===== config.mk =====
export PLATFORM = sky130hd
export DESIGN_NAME = beehive_frame_deserializer
export DESIGN_NICKNAME = d
export VERILOG_FILES = /design/src/rtl/beehive_frame_pkg.sv /design/src/rtl/beehive_beat_reg.sv /design/src/rtl/beehive_frame_deserializer.sv
export SDC_FILE = /design/constraint.sdc
export NUM_CORES = 1
export LEC_CHECK = 0
export CORE_MARGIN = 2
export CORE_UTILIZATION = 55
export CTS_CLUSTER_DIAMETER = 30
export DETAILED_ROUTE_END_ITERATION = 8
export PLACE_DENSITY = 0.82
export RECOVER_POWER = 50
export SLEW_MARGIN = 20
export SYNTH_ARGS = -nofsm -noshare
export SYNTH_HDL_FRONTEND = slang
export SYNTH_SLANG_ARGS = --single-unit

===== constraint.sdc =====
create_clock -name clk -period 4.22 [get_ports clk]
set_clock_uncertainty 0.05 [all_clocks]
set_input_delay 1.266 -clock clk [delete_from_list [all_inputs] [get_ports clk]]
set_output_delay 1.266 -clock clk [all_outputs]
set_load 0.01 [all_outputs]

===== src/rtl/beehive_frame_pkg.sv =====
// Shared constants, beat record and deserializer state type for the
// beehive MAC-side framing blocks.
package beehive_frame_pkg;

    localparam int MAC_W          = 256;
    localparam int MAC_BYTES      = 32;
    localparam int MTU            = 1500;
    localparam int SIZE_W         = 11;
    localparam int PAD_W          = 5;
    localparam int WORDS_PER_BEAT = 4;

    typedef struct packed {
        logic [MAC_W-1:0]  data;
        logic              startframe;
        logic              endframe;
        logic [SIZE_W-1:0] frame_size;
        logic [PAD_W-1:0]  padbytes;
    } mac_beat_t;

    typedef enum logic {
        HDR,
        FILL
    } deser_state_e;

endpackage


===== src/rtl/beehive_beat_reg.sv =====
// Single-entry valid/ready register for one MAC beat. It accepts a new
// beat whenever it is empty or being drained in the same cycle, and holds
// its contents stable while stalled.
module beehive_beat_reg
    import beehive_frame_pkg::*;
(
    input  logic      clk,
    input  logic      rst_n,
    input  logic      in_val,
    input  mac_beat_t in_beat,
    output logic      in_rdy,
    output logic      out_val,
    output mac_beat_t out_beat,
    input  logic      out_rdy
);

    assign in_rdy = ~out_val | out_rdy;

    // Load on input handshake, otherwise empty once the consumer takes the beat.
    always_ff @(posedge clk or negedge rst_n) begin
        if (!rst_n) begin
            out_val  <= 1'b0;
            out_beat <= '0;
        end else if (in_val && in_rdy) begin
            out_val  <= 1'b1;
            out_beat <= in_beat;
        end else if (out_rdy) begin
            out_val  <= 1'b0;
        end
    end

endmodule


===== src/rtl/beehive_frame_deserializer.sv =====
// Packs a header-prefixed stream of 64-bit words into 256-bit MAC beats
// with start/end/size/pad sideband for the echo engine's receive port.
module beehive_frame_deserializer #(
    parameter int IN_W   = 64,
    parameter int MAC_W  = 256,
    parameter int MTU    = 1500,
    parameter int SIZE_W = 11,
    parameter int PAD_W  = 5
) (
    input  logic              clk,
    input  logic              rst_n,
    input  logic              in_val,
    input  logic [IN_W-1:0]   in_data,
    output logic              in_rdy,
    output logic              mac_rx_val,
    output logic [MAC_W-1:0]  mac_rx_data,
    output logic              mac_rx_startframe,
    output logic              mac_rx_endframe,
    output logic [SIZE_W-1:0] mac_rx_frame_size,
    output logic [PAD_W-1:0]  mac_rx_padbytes,
    input  logic              mac_rx_rdy,
    output logic              err_pulse,
    output logic [15:0]       frame_cnt,
    output logic [15:0]       err_cnt
);

    import beehive_frame_pkg::mac_beat_t;
    import beehive_frame_pkg::deser_state_e;
    import beehive_frame_pkg::HDR;
    import beehive_frame_pkg::FILL;

    localparam int WPB    = MAC_W / IN_W;
    localparam int BEAT_B = MAC_W / 8;
    localparam int WORD_B = IN_W / 8;
    localparam int WIDX_W = $clog2(WPB) + 1;

    deser_state_e      state, state_nxt;
    logic              alive;
    logic [SIZE_W-1:0] size_q;
    logic [SIZE_W-1:0] beats_q;
    logic [PAD_W-1:0]  pad_q;
    logic [WIDX_W-1:0] last_words_q;
    logic [SIZE_W-1:0] beat_idx_q;
    logic [WIDX_W-1:0] word_idx_q;
    mac_beat_t         acc_q;
    logic              acc_full_q;

    logic [31:0]       hdr_sz;
    logic [31:0]       hdr_tail;
    logic              hdr_ok;
    logic [SIZE_W-1:0] hdr_beats;
    logic [PAD_W-1:0]  hdr_pad;
    logic [WIDX_W-1:0] hdr_last_words;

    logic              can_take;
    logic              accept;
    logic              hdr_accept;
    logic              fill_accept;
    logic              is_last;
    logic              word_done;
    logic              complete;
    logic [MAC_W-1:0]  merged;
    mac_beat_t         new_beat;
    mac_beat_t         beat_in;
    logic              beat_in_val;
    mac_beat_t         beat_out;

    // Header decode: frame geometry derived from the byte count.
    assign hdr_sz         = 32'(in_data[SIZE_W-1:0]);
    assign hdr_tail       = (hdr_sz % BEAT_B == 0) ? 32'(BEAT_B) : hdr_sz % BEAT_B;
    assign hdr_ok         = (hdr_sz != 0) && (hdr_sz <= 32'(MTU));
    assign hdr_beats      = SIZE_W'((hdr_sz + BEAT_B - 1) / BEAT_B);
    assign hdr_pad        = PAD_W'((BEAT_B - hdr_sz % BEAT_B) % BEAT_B);
    assign hdr_last_words = WIDX_W'((hdr_tail + WORD_B - 1) / WORD_B);

    // A held beat blocks input only when the output register cannot take it.
    assign in_rdy      = alive & (~acc_full_q | can_take);
    assign accept      = in_val & in_rdy;
    assign hdr_accept  = accept && (state == HDR);
    assign fill_accept = accept && (state == FILL);
    assign is_last     = (beat_idx_q == beats_q - 1'b1);
    assign word_done   = ((word_idx_q + 1'b1) == (is_last ? last_words_q : WIDX_W'(WPB)));
    assign complete    = fill_accept & word_done;

    // Completed beats go straight to the output register when it has room,
    // giving one-cycle latency; otherwise they wait in the accumulator.
    assign beat_in_val = acc_full_q | complete;
    assign beat_in     = acc_full_q ? acc_q : new_beat;

    // Place the incoming word in its lane; a new beat starts from all zeros.
    always_comb begin
        merged = (word_idx_q == '0) ? '0 : acc_q.data;
        for (int unsigned k = 0; k < WPB; k++) begin
            if (word_idx_q == WIDX_W'(k)) begin
                merged[MAC_W-1-IN_W*k -: IN_W] = in_data;
            end
        end
    end

    // Sideband for the beat being completed by the current word.
    always_comb begin
        new_beat            = '0;
        new_beat.data       = merged;
        new_beat.startframe = (beat_idx_q == '0);
        new_beat.endframe   = is_last;
        new_beat.frame_size = size_q;
        new_beat.padbytes   = is_last ? pad_q : '0;
    end

    // Next-state: leave HDR on a legal header, return once the final beat is built.
    always_comb begin
        state_nxt = state;
        case (state)
            HDR:     if (hdr_accept && hdr_ok) state_nxt = FILL;
            FILL:    if (complete && is_last) state_nxt = HDR;
            default: state_nxt = HDR;
        endcase
    end

    // State register.
    always_ff @(posedge clk or negedge rst_n) begin
        if (!rst_n) state <= HDR;
        else        state <= state_nxt;
    end

    // Frame geometry, word/beat indices, accumulator and counters.
    always_ff @(posedge clk or negedge rst_n) begin
        if (!rst_n) begin
            alive        <= 1'b0;
            size_q       <= '0;
            beats_q      <= '0;
            pad_q        <= '0;
            last_words_q <= '0;
            beat_idx_q   <= '0;
            word_idx_q   <= '0;
            acc_q        <= '0;
            acc_full_q   <= 1'b0;
            err_pulse    <= 1'b0;
            err_cnt      <= '0;
            frame_cnt    <= '0;
        end else begin
            alive     <= 1'b1;
            err_pulse <= hdr_accept && !hdr_ok;
            if (hdr_accept && !hdr_ok) err_cnt <= err_cnt + 1'b1;
            if (hdr_accept && hdr_ok) begin
                size_q       <= in_data[SIZE_W-1:0];
                beats_q      <= hdr_beats;
                pad_q        <= hdr_pad;
                last_words_q <= hdr_last_words;
                beat_idx_q   <= '0;
                word_idx_q   <= '0;
            end
            if (fill_accept) begin
                acc_q.data <= merged;
                if (word_done) begin
                    word_idx_q <= '0;
                    beat_idx_q <= is_last ? '0 : beat_idx_q + 1'b1;
                end else begin
                    word_idx_q <= word_idx_q + 1'b1;
                end
            end
            if (complete && (acc_full_q || !can_take)) begin
                acc_q      <= new_beat;
                acc_full_q <= 1'b1;
            end else if (acc_full_q && can_take) begin
                acc_full_q <= 1'b0;
            end
            if (mac_rx_val && mac_rx_rdy && mac_rx_endframe) frame_cnt <= frame_cnt + 1'b1;
        end
    end

    beehive_beat_reg u_out_reg (
        .clk      (clk),
        .rst_n    (rst_n),
        .in_val   (beat_in_val),
        .in_beat  (beat_in),
        .in_rdy   (can_take),
        .out_val  (mac_rx_val),
        .out_beat (beat_out),
        .out_rdy  (mac_rx_rdy)
    );

    assign mac_rx_data       = beat_out.data;
    assign mac_rx_startframe = beat_out.startframe;
    assign mac_rx_endframe   = beat_out.endframe;
    assign mac_rx_frame_size = beat_out.frame_size;
    assign mac_rx_padbytes   = beat_out.padbytes;

endmodule


Yosys cells after proc, flatten, opt, wreduce, memory -nomap -nowiden
Cells that the tools add are included.

storage, ports and cells
  logic and storage cells = 95
  bits of input ports = 68
  register bits = 629
  output and inout bits = 309

operators by class
  mux-type cells = 25
  add/subtract/negate cells = 10
  bitwise operators = 9
  reductions and logical operators = 22
  equal/unequal tests = 5
  order comparisons = 1

operators by type and width
  cell                     number
  $mux W274                2
  $mux W256                2
  $mux W64                 4
  $mux W11                 4
  $add A16 B1 Y16 const B  2
  $logic_not A32 Y1        1
  $reduce_bool A32 Y1      1
  $sub A12 B1 Y13 const B  1
  $add A11 B6 Y12 const B  1
  $mux W3                  4
  $add A11 B1 Y11 const B  1
  $eq A11 B11 Y1           1
  $le A11 B11 Y1 const B   1
  $logic_and A1 B1 Y1      11
  $logic_not A11 Y1        1
  $sub A11 B1 Y11 const B  1
  $reduce_bool A2 Y1       4
  $add A6 B4 Y6 const B    1
  $eq A3 B2 Y1 const B     2
  $mux W1                  6
  $mux W6                  1
  $sub A6 B1 Y6 const B    1
  $mux W5                  1
  $sub A1 B5 Y5 const A    1
  other kinds (10)         17

Depth between registers and ports, before layout
Gate-level depths: netlist of run 1.

  depth after elaboration = 10
  mapped depth = 12
  gate-level depth less buffers = 10

By module
A second synthesis of run 1 with hierarchy kept.

unflattened totals
  cell total of the unflattened synthesis = 1943
  area, all modules = 27599.0 um^2

by module, submodules not included
  module                      seq. area each (um^2)  instances  cells each  area an instance (um^2)
  beehive_frame_deserializer  8733.4                 1          1361        16523.3
  beehive_beat_reg            6881.6                 1          582         11075.6

Worst setup path after synthesis of run 1
OpenSTA, ideal clock, no wires.

  path type = input to register
  from = input in_data[0]
  to = register err_cnt[12]
  path buffers = 1
  arrival time = 3899 ps
  stages on the path = 11
  required time = 4091 ps
  setup slack = 191 ps
  library setup time = 79 ps
  cell sequence = clkbuf_1 inv_1 ha_1 nand2b_1 or3_1 or4_1 a211oi_4 nand4_1 or3_1 nor2_1 xor2_1

on the way
  longest elaborated chain between the ends = 4
  elaborated cells between the ends (all ways) = 5
  those cells by class = 1 x order compare; 4 x reduce/logical

RTL lines
  item                                                          line                               text
  from (decl)                                                   beehive_frame_deserializer.sv:13   input logic [IN_W-1:0] in_data,
  $le A11 B11 Y1 / $reduce_bool A32 Y1 (equally long branches)  beehive_frame_deserializer.sv:71   assign hdr_ok = (hdr_sz != 0) && (hdr_sz <= 32'(MTU));
  $logic_and A1 B1 Y1 (*)                                       beehive_frame_deserializer.sv:71
  $logic_not A1 Y1 (*)                                          beehive_frame_deserializer.sv:144  if (hdr_accept && !hdr_ok) err_cnt <= err_cnt + 1'b1;
  $logic_and A1 B1 Y1 (*)                                       beehive_frame_deserializer.sv:144
  to (signal assigned)                                          beehive_frame_deserializer.sv:144
  to (decl)                                                     beehive_frame_deserializer.sv:24   output logic [15:0] err_cnt

Every way passes the cells marked *; elsewhere a longest branch is shown, timed or not.
A chain may end at the register's enable or synchronous reset.

Worst setup path after layout of run 1
  from = input mac_rx_rdy
  to = output in_rdy

on the way
  longest elaborated chain between the ends = 3

RTL lines
  item           line                              text
  from (decl)    beehive_frame_deserializer.sv:21  input logic mac_rx_rdy,
  $or A1 B1 Y1   beehive_beat_reg.sv:17            assign in_rdy = ~out_val | out_rdy;
  $or A1 B1 Y1   beehive_frame_deserializer.sv:77  assign in_rdy = alive & (~acc_full_q | can_take);
  $and A1 B1 Y1  beehive_frame_deserializer.sv:77
  to (decl)      beehive_frame_deserializer.sv:14  output logic in_rdy,

Every way passes these cells.

==> results.txt, run 1 <==
----------------------------------------------------
[Timing]
  # setup viols final ... 0
  Count of final hold-check violations ... 0
  Slew at the pin closest to its max-slew limit ... 1720 ps
  Setup repair after global routing missed its margin ... no
  Highest clock frequency the design can meet ... 0.243 GHz
  Minimum period implied by the final worst setup slack ... 4110 ps
  Final critical-path share of the clock period ... between 90% and 100%
  Worst slew margin relative to its limit ... -14.4%
  Final WS setup ... 112 ps
  Number of slew-limit violations in the final report ... roughly 300

[Final layout]
  Number of standard cells in the layout, taps in and fillers out ... 3118
  Post-layout utilization of the core ... 74.7%
  Most used cells in the layout excluding fill and tap cells ... sky130_fd_sc_hd__dfrtp_1, sky130_fd_sc_hd__clkdlybuf4s50_1, sky130_fd_sc_hd__mux2_2, sky130_fd_sc_hd__a221oi_1
  Share of post-route cells with drive strength above 1 ... 21.5%
  Net count of the finished layout ... approximately 2.5k
  Ant. Diodes ... 0
  Finished Cell Area ... ~36000 sq um
  P&R area growth vs syn ... 34.6%
  Flip-flop and latch area ... 15600 sq um
  Most common cell after layout, fill and taps aside ... sky130_fd_sc_hd__dfrtp_1
  Number of fill cells in the layout ... 2872
  Multi-input logic area ... 10100 sq um

[Floorplan]
  Initial Util ... 55.5%
  Area of the core ... 47600 sq um
  Chip Height ... approximately 220 um
  Horizontal extent of the die ... 223 um
  IO Count ... 377
  Die area ... approximately 50000 sq um
  Cell Rows ... 80

[Critical path]
  Master of the slowest instance on the critical path ... sky130_fd_sc_hd__clkdlybuf4s50_1
  R2r worst-path depth ... 13
  CP Depth ... 4
  Kind of critical path ... in -> out
  Sort of element at the end of the critical path ... output port
  First element of the critical path ... mac_rx_rdy
  Worst endpoint required time ... just under 3000 ps
  Worst Path Arrival ... ~2800 ps
  CP cell instances ... clkdlybuf4s50_1 > nor2b_1 > a21boi_1 > clkdlybuf4s50_1
  Launching point of the worst reg2reg path ... beats_q[0]
  Top fanout value on the critical path ... 4
  Top Family by Delay on Critical Path ... buffers and inverters
  Worst stage delay on the critical path ... 600 ps
  Reg2reg setup slack ... 340 ps
  Bufs and invs on worst path ... 2
  Category of the worst setup path launch point ... input port
  Dominant cell type by count on the critical path ... sky130_fd_sc_hd__clkdlybuf4s50_1

[Status]
  Run status ... finished, violations left
  Failing checks ... max-capacitance violations, max-slew violations

[GRT]
  Gr usage total ... 34.0%
  Wire length of the first global-routing pass ... 132000 um
  Vias in the first global route ... 22.0k
  Maximum number of pins on one net before global-route repair ... 126
  Antenna violations before repair ... 0
  Sum of overflow across all layers after global routing ... 0

[Placed design]
  Placed cell area ... 31300 sq um
  Final weighted congestion of routability-driven global placement ... 0.850
  DP HPWL ... 48300 um
  DP Worst Slack ... -151 ps
  Number of buffer cells added on primary ports ... 376
  Number of placed instances with taps included ... 2890

[Synth]
  Sequential-to-total area share from yosys stat ... 59.0%
  Synthesized cell area ... 26500 sq um
  Distinct cell type count after synthesis ... 57
  Count of mapped cells out of synthesis ... roughly 2.0k
  Most frequently used flop master after synthesis ... sky130_fd_sc_hd__dfrtp_1
  Number of flops mapped to enable cells by yosys ... 0
  Net Count, Synth ... between 2k and 2.5k
  Avg Inst Size Synth ... 13.1 sq um
  Warnings, synthesis ... 0
  Flip-flop and latch count after synthesis ... around 620
  Fraction of synthesis flops using an asynchronous set or reset pin ... 100%

[Pwr]
  Power share of the sequential group ... 33.2%
  Combinational fraction of design power ... 33.4%
  Internal portion of total power ... 20.6 mW
  Static power due to leakage ... 15.6 nW
  Switching share of power ... 32.6%
  Reported net switching power ... ~10 mW
  Worst voltage drop across the vdd grid ... 577 uV
  Ratio of total power to cell area ... 859 nW/um^2
  Overall Power ... 30.6 mW
  Clock network power share ... between 30% and 40%

[Routing]
  Post-DR wirelength/cell ... about 27 um
  Initial drt markers ... between 2k and 2.5k
  First drt pass iteration count ... 5
  Antenna Nets Post-Route ... 0
  Routed via count ... between 20k and 25k
  DRC violations left ... 0
  Average via count per standard cell ... between 6 and 7
  Total wire length after detailed routing ... 84700 um

[Worst hold path]
  Type of the most critical hold path ... reg -> reg
  Number of cells traversed by the worst hold path ... 1
  HP Start ... frame_cnt[15]

[Clock tree]
  Number of buffers between clock root and the deepest sink ... 3
  CTS clock-pin slew for the worst setup and hold paths ... roughly 50 ps
  Worst-Skew Late Latency ... 670 ps
  Number of clock buffers inserted by TritonCTS ... 120
  CTS tree ... done
  Clock Tree Root ... sky130_fd_sc_hd__clkbuf_16
  TritonCTS Sinks ... around 620
  Number of H-tree levels ... 3

[Run]
  Number of max-capacitance violations reported ... 6

----------------------------------------------------
per-layer routing:
metal  track usage [%]  wire length (um)  vias up
li1                  -                 -     8661
met1              45.4             33400    10879
met2              53.8             40400     1301
met3              8.28              7740      251
met4              14.0              3220        0
met5                 0                 0        -
registers in the layout, summed over array words and instances, names as in the netlist:
register / flops
acc_full_q: 1
acc_q: 274
alive: 1
beat_idx_q: 11
beats_q: 7
err_cnt: 16
err_pulse: 1
frame_cnt: 16
last_words_q: 3
pad_q: 4
size_q: 11
state: 1
u_out_reg.out_beat: 274
u_out_reg.out_val: 1
word_idx_q: 3
power by group through the flow:
stage / clock network, mW / registers (mW) / logic [mW]
after floorplan: 0 / 10.2 / 4.90
after global placement: 0 / 10.0 / 9.91
after detailed placement: 0 / 10.1 / 10.2
after CTS: 10.3 / 10.2 / 10.4
after global routing: 10.6 / 10.4 / 10.8
final: 10.2 / 10.2 / 10.2
cell families after synthesis:
family | count (synthesis) | synth area share (%)
other | 1 | 0.0142
DFF | 624 | 59.0
xor gates and xnor gates | 45 | 1.49
AOI/OAI and AO/OA | 672 | 21.7
adders and majority gates | 12 | 0.567
muxes | 234 | 9.87
and+or+nand+nor | 207 | 3.93
buffers and inverters | 221 | 3.40
what timing repair did:
item / in CTS / in global routing
hold endpoints to repair: 0 / 0
gates resized for setup: 1 / 4
pin swaps: 0 / 1
gates cloned: 0 / 1
setup endpoints to repair: 1 / 80
hold buffers: 0 / 0
setup buffers: 0 / 1
stage by stage:
| step | TNS [ps] | hold slack, ps |
|---|---|---|
| 6_report | 0 | 415 |
| 2_1_floorplan | 0 | 399 |
| 3_3_place_gp | -314 | 413 |
| 4_1_cts | 0 | 423 |
| 5_1_grt | 0 | 456 |
| 3_5_place_dp | -545 | 413 |
worst paths after layout:
| kind | endpoint |
|---|---|
| setup / recovery | in_rdy |
| min in group asynchronous | frame_cnt[5] |
| hold / removal | frame_cnt[15] |
| setup reg to reg | u_out_reg.out_beat[178] |
| hold reg to reg | frame_cnt[15] |
| max in group asynchronous | acc_q[106] |
Yosys cell counts (22+ instances only):
| library cell | count | share of area, % |
|---|---|---|
| sky130_fd_sc_hd__inv_1 | 22 | 0.31 |
| sky130_fd_sc_hd__buf_2 | 36 | 0.68 |
| sky130_fd_sc_hd__buf_1 | 23 | 0.33 |
| sky130_fd_sc_hd__nand3_1 | 41 | 0.78 |
| sky130_fd_sc_hd__a221oi_1 | 193 | 6.4 |
| sky130_fd_sc_hd__o21ai_0 | 25 | 0.47 |
| sky130_fd_sc_hd__nand2_1 | 68 | 0.96 |
| sky130_fd_sc_hd__dfrtp_1 | 624 | 59 |
| sky130_fd_sc_hd__clkbuf_1 | 133 | 1.9 |
| sky130_fd_sc_hd__a22o_1 | 192 | 6.4 |
| sky130_fd_sc_hd__a2bb2oi_1 | 192 | 6.4 |
| sky130_fd_sc_hd__mux2_2 | 213 | 9.1 |
| sky130_fd_sc_hd__xnor2_1 | 33 | 1.1 |
| sky130_fd_sc_hd__nor2_1 | 29 | 0.41 |
cell type report:
cell class / count / area share (%)
clock inverters: 81 / 3.07
repair buffers: 460 / 13.1
inverters: 22 / 0.232
clock buffers: 145 / 9.27
well taps: 615 / 2.16
flip-flops and latches: 624 / 43.9
multi-input cells: 1171 / 28.3
(Power assumes the default switching activity.)
==> run 2, diff against run 1 <==
--- a/config.mk
+++ b/config.mk
@@ -5,13 +5,13 @@
 export SDC_FILE = /design/constraint.sdc
 export NUM_CORES = 1
 export LEC_CHECK = 0
+export CAP_MARGIN = 30
 export CORE_MARGIN = 2
 export CORE_UTILIZATION = 55
 export CTS_CLUSTER_DIAMETER = 30
 export DETAILED_ROUTE_END_ITERATION = 8
 export PLACE_DENSITY = 0.82
 export RECOVER_POWER = 50
-export SLEW_MARGIN = 20
 export SYNTH_ARGS = -nofsm -noshare
 export SYNTH_HDL_FRONTEND = slang
 export SYNTH_SLANG_ARGS = --single-unit
==> results of run 2 <==
The final DEF is identical to that of run 1; final timing and power are the same.
